**src/rtl/simd_sat_stage.sv**
```systemverilog
// Saturation/output stage for the SIMD adder: clamps overflowed lanes, registers the result
// behind a valid/ready port with a 2-entry skid buffer, and keeps saturation statistics.
module simd_sat_stage #(
   parameter int WIDTH_CNT = 16
) (
   input  logic                 clk,
   input  logic                 rst,
   input  logic                 in_valid,
   output logic                 in_ready,
   input  logic [31:0]          in_sum,
   input  logic [3:0]           in_sign,
   input  logic [3:0]           in_overflow,
   input  logic [1:0]           width,
   input  logic                 saturate,
   output logic                 out_valid,
   input  logic                 out_ready,
   output logic [31:0]          out_result,
   output logic [3:0]           out_sat,
   output logic                 sat_sticky,
   output logic [WIDTH_CNT-1:0] sat_count,
   input  logic                 clr_stats
);

   logic [1:0]           w_mode;
   logic [1:0]           w_top [4];
   logic [3:0]           w_is_top;
   logic [3:0]           w_sat;
   logic [31:0]          w_result;
   logic [2:0]           w_lane_cnt;
   logic                 w_any;
   logic                 w_accept;
   logic                 w_out_free;
   logic [WIDTH_CNT:0]   w_cnt_sum;
   logic [WIDTH_CNT-1:0] w_cnt_inc;

   logic                 r_out_valid;
   logic [31:0]          r_out_result;
   logic [3:0]           r_out_sat;
   logic                 r_skid_valid;
   logic [31:0]          r_skid_result;
   logic [3:0]           r_skid_sat;
   logic                 r_sticky;
   logic [WIDTH_CNT-1:0] r_cnt;

   assign w_mode = (width == 2'b11) ? 2'b00 : width;

   // Every slice looks at the flags of its lane's top slice; lower slices fill with 00/FF.
   genvar gi;
   generate
      for (gi = 0; gi < 4; gi++) begin : g_slice
         assign w_top[gi] = (w_mode == 2'b10) ? 2'd3 :
                            (w_mode == 2'b01) ? (2'(gi) | 2'd1) : 2'(gi);
         assign w_is_top[gi] = (w_top[gi] == 2'(gi));
         assign w_sat[gi]    = saturate & in_overflow[w_top[gi]];
         assign w_result[8*gi +: 8] =
            !w_sat[gi]              ? in_sum[8*gi +: 8] :
            w_is_top[gi]            ? (in_sign[w_top[gi]] ? 8'h80 : 8'h7F) :
                                      (in_sign[w_top[gi]] ? 8'h00 : 8'hFF);
      end
   endgenerate

   always_comb begin
      w_lane_cnt = 3'd0;
      for (int i = 0; i < 4; i++) begin
         w_lane_cnt = w_lane_cnt + {2'b00, w_sat[i] & w_is_top[i]};
      end
   end

   assign w_any      = |w_sat;
   assign w_accept   = in_valid & in_ready;
   assign w_out_free = ~r_out_valid | out_ready;
   assign w_cnt_inc  = {{(WIDTH_CNT-3){1'b0}}, w_lane_cnt};
   assign w_cnt_sum  = {1'b0, r_cnt} + {1'b0, w_cnt_inc};

   always_ff @(posedge clk or posedge rst) begin
      if (rst) begin
         r_out_valid   <= 1'b0;
         r_out_result  <= 32'd0;
         r_out_sat     <= 4'd0;
         r_skid_valid  <= 1'b0;
         r_skid_result <= 32'd0;
         r_skid_sat    <= 4'd0;
      end else if (w_out_free) begin
         if (r_skid_valid) begin
            r_out_valid  <= 1'b1;
            r_out_result <= r_skid_result;
            r_out_sat    <= r_skid_sat;
            r_skid_valid <= w_accept;
            if (w_accept) begin
               r_skid_result <= w_result;
               r_skid_sat    <= w_sat;
            end
         end else begin
            r_out_valid <= w_accept;
            if (w_accept) begin
               r_out_result <= w_result;
               r_out_sat    <= w_sat;
            end
         end
      end else if (w_accept) begin
         r_skid_valid  <= 1'b1;
         r_skid_result <= w_result;
         r_skid_sat    <= w_sat;
      end
   end

   // A clear replaces only the old value; the word accepted in the same cycle still counts.
   always_ff @(posedge clk or posedge rst) begin
      if (rst) begin
         r_sticky <= 1'b0;
         r_cnt    <= '0;
      end else if (clr_stats) begin
         r_sticky <= w_accept & w_any;
         r_cnt    <= w_accept ? w_cnt_inc : '0;
      end else if (w_accept) begin
         r_sticky <= r_sticky | w_any;
         r_cnt    <= w_cnt_sum[WIDTH_CNT] ? '1 : w_cnt_sum[WIDTH_CNT-1:0];
      end
   end

   assign in_ready   = ~r_skid_valid;
   assign out_valid  = r_out_valid;
   assign out_result = r_out_result;
   assign out_sat    = r_out_sat;
   assign sat_sticky = r_sticky;
   assign sat_count  = r_cnt;

endmodule
```
**config.mk**
```make
export PLATFORM = sky130hd
export DESIGN_NAME = simd_sat_stage
export DESIGN_NICKNAME = d
export VERILOG_FILES = /design/src/rtl/simd_sat_stage.sv
export SDC_FILE = /design/constraint.sdc
export NUM_CORES = 1
export LEC_CHECK = 0
export CORE_ASPECT_RATIO = 0.9
export CORE_UTILIZATION = 30
export CTS_BUF_LIST = sky130_fd_sc_hd__clkbuf_4
export CTS_CLUSTER_SIZE = 16
export DETAILED_ROUTE_END_ITERATION = 6
export PLACE_DENSITY_LB_ADDON = 0.25
export SETUP_SLACK_MARGIN = 0.05
export SLEW_MARGIN = 20
export SYNTH_ARGS = -nofsm -noshare
export SYNTH_HDL_FRONTEND = slang
export SYNTH_SLANG_ARGS = --single-unit
```
**constraint.sdc**
```tcl
create_clock -name clk -period 3.3 [get_ports clk]
set_clock_uncertainty 0.15 [all_clocks]
set_input_delay 0.99 -clock clk [delete_from_list [all_inputs] [get_ports clk]]
set_output_delay 0.99 -clock clk [all_outputs]
set_load 0.01 [all_outputs]
```
==> impl_metrics.yaml <==
die:
  ios: 103
  die-height_um: 117
  die_x_um: 130
  die_area_um2: 15200
  fp.coreArea_um2: 14200
  initial_core_util_pct: 31.1
  row_count: 41
global_route:
  track_usage_pct: 16.9
  grt_max_degree: 92
  grt_overflow: 0
  grt_pass1_vias: 3860
  antenna_found_initial: 2
  grt_pass1_wl_mm: 19.4
layout:
  nNetsFinal: 659
  seq_area_um2: 2280
  fill_cells: 1425
  drive_gt1_share_pct: 16.5
  synthToLayoutAreaGrowth_pct: 38.6
  multi_input_area_um2: 2100
cts:
  cts_tree: "done"
  cts_buffers: 9
  clockBufferDepth: 2
  clock_latency_ns: 0.47
  cts_root_buf: "clkbuf_4"
  h-tree-depth: 3
  clock_sinks: 91
  clk_pin_slew_ns: 0.14
  ctsHoldBuffers: 0
detailed_routing:
  drt_iter0_drc: 249
  wl_per_cell_um: 15.2
  wl_mm: 12.2
  drc: 0
  drt-pass1-iter-count: 4
  final_antenna_net_count: 0
  vias: 3950
  viasPerCell: 4.93
worst_setup_path:
  slowest_stage: "fa_1"
  crit_path_end_kind: "register"
  required_ns: 3.52
  start_kind: "primary input"
  crit_type: "primary input to register"
  critPathMaxFanout: 4
  cpMostUsedCell: "ha_4"
  worstPathArrival_ns: 4.36
  worstPathCellList: "buf_8, inv_8, ha_4, mux2i_2, o22a_1, nand2b_4, fa_1, inv_2, ha_4, ha_4, inv_2, fa_2, nor2b_4, o2111ai_2, or3_4, and2_4, a311oi_2"
  cpPeakStageDelay_ns: 0.49
timing:
  finalSetupViolCount: 16
  hold_viol: 0
  clock.fmax_ghz: 0.242
  finalCritPeriodShare_pct: 125
  fin_ws_ns: -0.838
  min_period_ns: 4.14
  slew_headroom_pct: 31.5
  rsz0062_at_grt: "true"
  worst_slew_pin_slew_ns: 1.03
  drv_slew: 0
yosys:
  syn_inst: 484
  synth_top_flop_cell: "dfrtp_1"
  syn_nets: 540
  async_reset_ff_share_pct: 100
  synth_cell_types: 45
  ys_seq_elements: 91
  yosysWarnings: 0
  netlist_area_um2: 4410
  syn_area_per_cell_um2: 9.10
  synth_seq_area_share_pct: 51.7
  synth_edf_count: 0
run_status:
  status: "finished with violations"
  violations: "negative setup slack"
power:
  pwr_density_cell_nw_per_um2: 458
  ir_drop_uv: 150
  p_leak_nw: 2.56
  finalPower_w: 0.00280
hold_path:
  hp-class: "register to register"
place:
  post-place-ws_ns: -1.84
  hpwl_mm: 8.22
  port_buffers: 102
  gp_congestion: 0.818
run:
  maxCapViolCount: 0
[cell families (layout without fill, tap and decap cells)]
family,after synthesis,in the layout,share of synthesized area (%)
other,0,2,0
adder cells (fa/ha/maj),8,8,2.61
AO/OA/AOI/OAI,168,168,21.6
multiplexers,17,17,4.20
buffers and inverters,45,167,4.17
AND/OR/NAND/NOR,155,155,15.7
flip-flops,91,91,51.7
[through the flow]
step	instance area, µm²	hold WS, ns	utilization (%)	std cells	setup TNS, ns
after floorplan	4500	0.292	-	484	-18.79
after global placement	5860	0.309	41.4	777	-27.05
after detailed placement	5860	0.318	41.4	777	-29.07
after CTS	6050	0.351	42.8	797	-11.15
after global routing	6100	0.365	43.1	799	-13.15
final	6110	0.341	43.1	801	-11.68
[layout by cell type, fill, tap and decap left out, types with 2 or more instances in the layout]
master,synthesis,routed
clkbuf_4,0,9
nor2_1,52,51
diode_2,0,2
ha_1,6,2
clkdlybuf4s50_1,0,95
o21ai_0,70,69
o22ai_1,8,8
nor2b_1,7,6
inv_1,12,7
nor3_2,1,5
buf_4,0,37
clkinvlp_4,0,3
ha_4,0,4
a311oi_2,0,3
nor3_1,11,7
and3_1,4,3
dfrtp_1,91,91
o21bai_1,2,2
clkinv_1,1,2
a21oi_1,52,52
dlygate4sd2_1,0,5
mux2i_1,5,4
nand3_1,6,6
nand2b_1,5,4
inv_2,0,3
a31oi_1,6,4
mux2_2,12,12
a211oi_1,14,14
nand2_1,60,59
o21ai_1,2,2
[critical path: cells and delay by family]
kind	cells	cell delay, ns
AND/OR/NAND/NOR	4	0.89
multiplexers	1	0.15
adder cells (fa/ha/maj)	5	1.52
AO/OA/AOI/OAI	3	0.61
buffers and inverters	4	0.21
[path summary, 6_finish.rpt]
path                                      from              to  slack [ns]  depth (start not counted)
worst max-delay path                  width[0]   sat_count[13]       -0.84                         17
worst min-delay path            out_result[31]  out_result[31]        0.34                          2
worst max register to register    sat_count[0]   sat_count[13]        0.86                          8
worst min register to register  out_result[31]  out_result[31]        0.34                          2
max in group asynchronous                  rst   out_result[9]        1.76                          3
min in group asynchronous                  rst   out_result[3]        0.84                          3
[power breakdown]
part | internal (W) | switching [W] | total (W)
sequential | 0.00132 | 0.000110 | 0.00143
combinational | 0.000443 | 0.000397 | 0.000840
clock | 0.000144 | 0.000384 | 0.000528
[final cells by class]
class                           instances  area share, %
Inverter                               13          0.983
Tap cell                              193           3.95
Sequential cell                        91           37.3
Antenna cell                            2         0.0820
Clock buffer                            9           1.11
Multi-Input combinational cell        348           34.5
Timing Repair Buffer                  140           21.6
Clock inverter                          5          0.533
[layer usage]
layer	share of wire (%)	GRT usage [%]	vias to the layer above
met3	7.0	6.00	10
met1	45	21.2	1884
met2	46	27.0	108
li1	-	-	1948
met4	1.1	5.66	0
met5	0	0	-
[synthesized netlist by cell type (7+ instances only)]
library cell,instances,area share (%)
a211oi_1,14,2.4
a21oi_1,52,5.9
clkbuf_1,23,2.0
dfrtp_1,91,52
inv_1,12,1.0
mux2_2,12,3.1
nand2_1,60,5.1
nor2_1,52,4.4
nor2b_1,7,0.99
nor3_1,11,1.2
o21ai_0,70,8.0
o22ai_1,8,1.1
[registers in the layout, indices dropped and copies added, names as in the netlist]
name,flops
sat_count,16
out_sat,4
r_skid_result,32
r_skid_valid,1
r_skid_sat,4
out_result,32
out_valid,1
sat_sticky,1
[what timing repair did]
| action | in CTS | in global routing |
|---|---|---|
| buffers inserted | 6 | 2 |
| resized for setup | 25 | 6 |
| pin swaps | 14 | 11 |
| setup endpoints to repair | 16 | 16 |
No activity file was read; power rests on OpenSTA's default activity.
